$ cat src/rtl/slew_real_pkg.sv
// Shared types and constants for the slew_real fixed-point slew-rate limiter.
package slew_real_pkg;

  typedef enum logic [1:0] {
    IDLE = 2'd0,
    UP   = 2'd1,
    DOWN = 2'd2
  } state_t;

  // Extra bit above out_width so distances between any two targets never wrap.
  localparam int GUARD_BITS = 1;

  // Quantize a real constant to an integer count of 2^exponent LSBs, truncating toward -inf.
  function automatic longint quantize(input real value, input int exponent);
    real    scaled;
    longint trunc;
    scaled = value;
    if (exponent < 0) begin
      for (int i = 0; i < -exponent; i++) scaled = scaled * 2.0;
    end else begin
      for (int i = 0; i < exponent; i++) scaled = scaled / 2.0;
    end
    trunc = longint'($rtoi(scaled));
    if (real'(trunc) > scaled) trunc = trunc - 1;
    return trunc;
  endfunction

endpackage

$ cat src/rtl/slew_real_align.sv
// Combinational fixed-point format conversion: shift by the exponent difference, then
// sign-extend or truncate to the destination width. Right shifts round toward -inf.
module slew_real_align #(
  parameter int src_width    = 16,
  parameter int src_exponent = -8,
  parameter int dst_width    = 16,
  parameter int dst_exponent = -8
) (
  input  logic signed [src_width-1:0] src,
  output logic signed [dst_width-1:0] dst
);

  localparam int SHIFT   = src_exponent - dst_exponent;
  localparam int LSHIFT  = (SHIFT > 0) ? SHIFT : 0;
  localparam int RSHIFT  = (SHIFT < 0) ? -SHIFT : 0;
  localparam int WIDE    = ((src_width + LSHIFT) > dst_width) ? (src_width + LSHIFT) : dst_width;

  logic signed [WIDE-1:0] ext;
  logic signed [WIDE-1:0] shifted;

  assign ext     = WIDE'(src);
  assign shifted = (SHIFT >= 0) ? (ext <<< LSHIFT) : (ext >>> RSHIFT);
  assign dst     = shifted[dst_width-1:0];

endmodule

$ cat src/rtl/slew_real.sv
// Fixed-point slew-rate limiter: ramps a registered output toward an accepted target by at
// most one step per enabled clock. Define SLEW_REAL_ABORT_EN to add the abort input.
module slew_real
  import slew_real_pkg::*;
#(
  parameter real init         = 0.0,
  parameter real step         = 1.0,
  parameter int  in_width     = 16,
  parameter int  in_exponent  = -8,
  parameter int  out_width    = 16,
  parameter int  out_exponent = -8
) (
  input  logic                        clk,
  input  logic                        rst,
  input  logic signed [in_width-1:0]  in,
  input  logic                        in_valid,
  output logic                        in_ready,
`ifdef SLEW_REAL_ABORT_EN
  input  logic                        abort,
`endif
  input  logic                        ce,
  output logic signed [out_width-1:0] out,
  output logic                        busy,
  output logic                        done
);

  localparam int     AW       = out_width + GUARD_BITS;
  localparam longint INIT_Q   = quantize(init, out_exponent);
  localparam longint STEP_RAW = quantize(step, out_exponent);
  // A step that quantizes to zero would stall the ramp forever, so it becomes one LSB.
  localparam longint STEP_Q   = (STEP_RAW < 1) ? 64'sd1 : STEP_RAW;

  localparam logic signed [out_width-1:0] INIT_V = out_width'(INIT_Q);
  localparam logic signed [AW-1:0]        STEP_V = AW'(STEP_Q);

  state_t                      state;
  logic signed [out_width-1:0] tgt;
  logic signed [out_width-1:0] in_al;
  logic signed [AW-1:0]        up_dist;
  logic signed [AW-1:0]        dn_dist;
  logic signed [AW-1:0]        up_next;
  logic signed [AW-1:0]        dn_next;

  slew_real_align #(
    .src_width    (in_width),
    .src_exponent (in_exponent),
    .dst_width    (out_width),
    .dst_exponent (out_exponent)
  ) u_align (
    .src (in),
    .dst (in_al)
  );

  assign up_dist = AW'(tgt) - AW'(out);
  assign dn_dist = AW'(out) - AW'(tgt);
  assign up_next = AW'(out) + STEP_V;
  assign dn_next = AW'(out) - STEP_V;

  assign busy     = (state != IDLE);
  assign in_ready = ~busy;

  // NOTE: all state here uses non-blocking assignments so every register samples pre-edge values.
  always_ff @(posedge clk or posedge rst) begin
    if (rst) begin
      state <= IDLE;
      out   <= INIT_V;
      tgt   <= INIT_V;
      done  <= 1'b0;
    end else begin
      done <= 1'b0;
      case (state)
        IDLE: begin
          if (in_valid) begin
            tgt <= in_al;
            if (in_al > out)      state <= UP;
            else if (in_al < out) state <= DOWN;
            else                  done  <= 1'b1;
          end
        end
        UP: begin
`ifdef SLEW_REAL_ABORT_EN
          if (abort) begin
            state <= IDLE;
          end else
`endif
          if (ce) begin
            if (up_dist <= STEP_V) begin
              out   <= tgt;
              state <= IDLE;
              done  <= 1'b1;
            end else begin
              out <= up_next[out_width-1:0];
            end
          end
        end
        DOWN: begin
`ifdef SLEW_REAL_ABORT_EN
          if (abort) begin
            state <= IDLE;
          end else
`endif
          if (ce) begin
            if (dn_dist <= STEP_V) begin
              out   <= tgt;
              state <= IDLE;
              done  <= 1'b1;
            end else begin
              out <= dn_next[out_width-1:0];
            end
          end
        end
        default: state <= IDLE;
      endcase
    end
  end

endmodule
$ cat config.mk
export PLATFORM = sky130hd
export DESIGN_NAME = slew_real
export DESIGN_NICKNAME = d
export VERILOG_FILES = /design/src/rtl/slew_real_pkg.sv /design/src/rtl/slew_real_align.sv /design/src/rtl/slew_real.sv
export SDC_FILE = /design/constraint.sdc
export NUM_CORES = 1
export LEC_CHECK = 0
export CORE_UTILIZATION = 53
export CTS_CLUSTER_SIZE = 8
export DETAILED_ROUTE_END_ITERATION = 6
export HOLD_SLACK_MARGIN = 0.06
export PLACE_DENSITY = 0.82
export SLEW_MARGIN = 20
export SYNTH_ARGS = -nofsm -noshare
export SYNTH_HDL_FRONTEND = slang
export SYNTH_SLANG_ARGS = --single-unit
$ cat constraint.sdc
create_clock -name clk -period 3.65 [get_ports clk]
set_clock_uncertainty 0.15 [all_clocks]
set_input_delay 1.095 -clock clk [delete_from_list [all_inputs] [get_ports clk]]
set_output_delay 1.095 -clock clk [all_outputs]
set_load 0.005 [all_outputs]
==> metrics.yaml <==
design_area_mm2: 0.00510
cts_buffer_depth: 2
grt_max_degree: 36
drt_first_pass_iters: 5
grt_pass1_wl_um: 20200
cts_hold_buffers: 0
worst_setup_path_start_kind: "register"
fillCellCount: 644
n_antenna_cell: 0
setup_violations: 0
antenna_found_initial: 0
clk_latency_ns: 0.30
dpl_worst_slack_ns: -0.175
async_flop_share: 1.00
slew_violations: 0
viasPerCell: 6.41
grtUsageTotal: 0.301
crit_path_end_kind: "register"
layout-drive-gt1-share: 0.136
drc: 0
layout_common_cells: "52 x ha_1, 45 x inv_1, 41 x nand2_1"
cts_sinks: 35
hold_violations: 0
rsz0062_at_grt: "false"
status: "complete, no violations"
port_buffers: 38
num_rows: 32
grt_overflow: 0
min_period_ns: 3.53
vias: 4372
die-area_mm2: 0.00853
netlist_instances: 524
required_ns: 3.68
post-dp-hpwl_um: 9940
worst_pin_slew_ns: 0.755
avgRoutedWirePerCell_um: 18.6
setup_ws_ns: 0.118
syn_area_per_cell_um2: 8.26
yosys_warnings: 0
critPathKind: "reg2reg"
tritoncts: "done"
synth_edf_count: 0
initial_core_util: 0.554
crit_fanout: 8
ys_types: 71
arrival_ns: 3.57
synth_fp_nets: 598
slew-limit-headroom: 0.496
placed_cell_area_mm2: 0.00495
dieWidth_um: 92.4
core-area_mm2: 0.00781
cts_buffers: 5
pin_count: 39
min_period_over_period: 0.968
clock.fmax_ghz: 0.283
ant_nets: 0
die_h_um: 92.4
area_growth_pct: 17.8
maxCapViolCount: 0
clockRootBuffer: "clkbuf_8"
routed_wl_um: 12700
hold_path_class: "reg2reg"
yosysSeqAreaShare: 0.202
final_common_cell: "ha_1"
finalWeightedCongestion: 0.926
synth_flop_cell: "dfrtp_1"
drt_iter0_drc: 371
grt_pass1_vias: 4128
htree_levels: 2
syn_area_mm2: 0.00433
clkTransAtPathRegs_ns: 0.08
nNetsFinal: 653
synth_seq_cells: 35
registers in the layout (all words and copies together), names as in the netlist:
signal,count
state,2
tgt,16
done,1
out,16
metrics by stage:
| stage | setup TNS (ns) | util | hold slack, ns | instances |
|---|---|---|---|---|
| 5_1_grt | 0 | 0.653 | 0.424 | 682 |
| 3_5_place_dp | -0.286 | 0.635 | 0.382 | 673 |
| 4_1_cts | 0 | 0.646 | 0.405 | 681 |
| 3_3_place_gp | -0.142 | 0.635 | 0.369 | 673 |
| 6_report | 0 | 0.653 | 0.406 | 682 |
| 2_1_floorplan | 0 | - | 0.325 | 524 |
cell type report:
type	count	area, µm²	share of cell area
clock buffers	6	72.6	0.0142
flip-flops and latches	35	876	0.172
clock inverters	2	12.5	0.00245
repair buffers	70	633	0.124
inverters	45	169	0.0331
well taps	102	128	0.0250
multi-input cells	422	3210	0.629
final timing paths:
path	from	to	slack (ns)	cells past startpoint
max	out[3]$_DFFE_PP0P_	out[15]$_DFFE_PP0P_	0.12	11
min reg2reg	tgt[4]$_DFFE_PP0P_	tgt[4]$_DFFE_PP0P_	0.41	1
min	tgt[4]$_DFFE_PP0P_	tgt[4]$_DFFE_PP0P_	0.41	1
max reg2reg	out[3]$_DFFE_PP0P_	out[15]$_DFFE_PP0P_	0.12	11
max in group asynchronous	rst	out[12]$_DFFE_PP0P_	1.95	3
min in group asynchronous	rst	tgt[3]$_DFFE_PP0P_	1.06	3
synth_stat cells, types with 3 or more instances:
cell / instances / area [µm²]
a211o_1: 6 / 52.6
a211oi_1: 8 / 60.1
a21boi_0: 3 / 22.5
a21o_1: 18 / 135
a21oi_1: 39 / 195
a221o_1: 3 / 30.0
a31oi_1: 4 / 25.0
and2_1: 3 / 18.8
and4_1: 4 / 35.0
buf_2: 4 / 20.0
buf_4: 6 / 45.0
clkbuf_1: 9 / 33.8
dfrtp_1: 35 / 876
ha_1: 54 / 676
inv_1: 45 / 169
mux2_2: 16 / 180
mux2i_1: 22 / 220
nand2_1: 41 / 154
nand3_1: 20 / 100
nand4_1: 11 / 68.8
nor2_1: 21 / 78.8
nor2b_1: 4 / 25.0
nor3_1: 17 / 85.1
nor3b_1: 3 / 22.5
nor4_1: 3 / 18.8
o2111ai_1: 4 / 35.0
o211ai_1: 7 / 52.6
o21a_1: 9 / 67.6
o21ai_0: 18 / 90.1
o21ai_1: 5 / 25.0
o21bai_1: 4 / 30.0
o31a_1: 3 / 26.3
o31ai_1: 7 / 52.6
or3_1: 4 / 25.0
or4_1: 6 / 45.0
xnor2_1: 12 / 105
xor2_1: 3 / 26.3
layer usage:
metal | vias to the layer above | part of all wire | GRT usage
li1 | 2048 | - | -
met1 | 2084 | 0.44 | 0.420
met2 | 214 | 0.46 | 0.488
met3 | 26 | 0.074 | 0.0287
met4 | 0 | 0.019 | 0.102
met5 | - | 0 | 0
critical path, cell delays in order, from the launching register on:
cell and delay, ns:
dfrtp_1 0.38, inv_1 0.09, ha_1 0.37, a21o_1 0.21, a21oi_4 0.22, a21oi_2 0.11
or4_1 0.52, and4_4 0.20, or3_4 0.39, o21ai_4 0.30, o31ai_1 0.15, a211o_1 0.31
kinds of logic after synthesis:
| kind of cell | share of synthesized area |
|---|---|
| compound gates | 0.260 |
| simple gates | 0.188 |
| buf+inv | 0.0680 |
| fa+ha+maj | 0.156 |
| mux | 0.0951 |
| flops | 0.202 |
| xor+xnor | 0.0304 |
timing repair:
action	in CTS	in global routing
setup endpoints to repair	0	19
buffers inserted	0	1
gates resized for setup	0	15
Power is left out: the tool's default activity adds up to more than one toggle a clock period on the data nets, which glitch-free logic cannot reach.
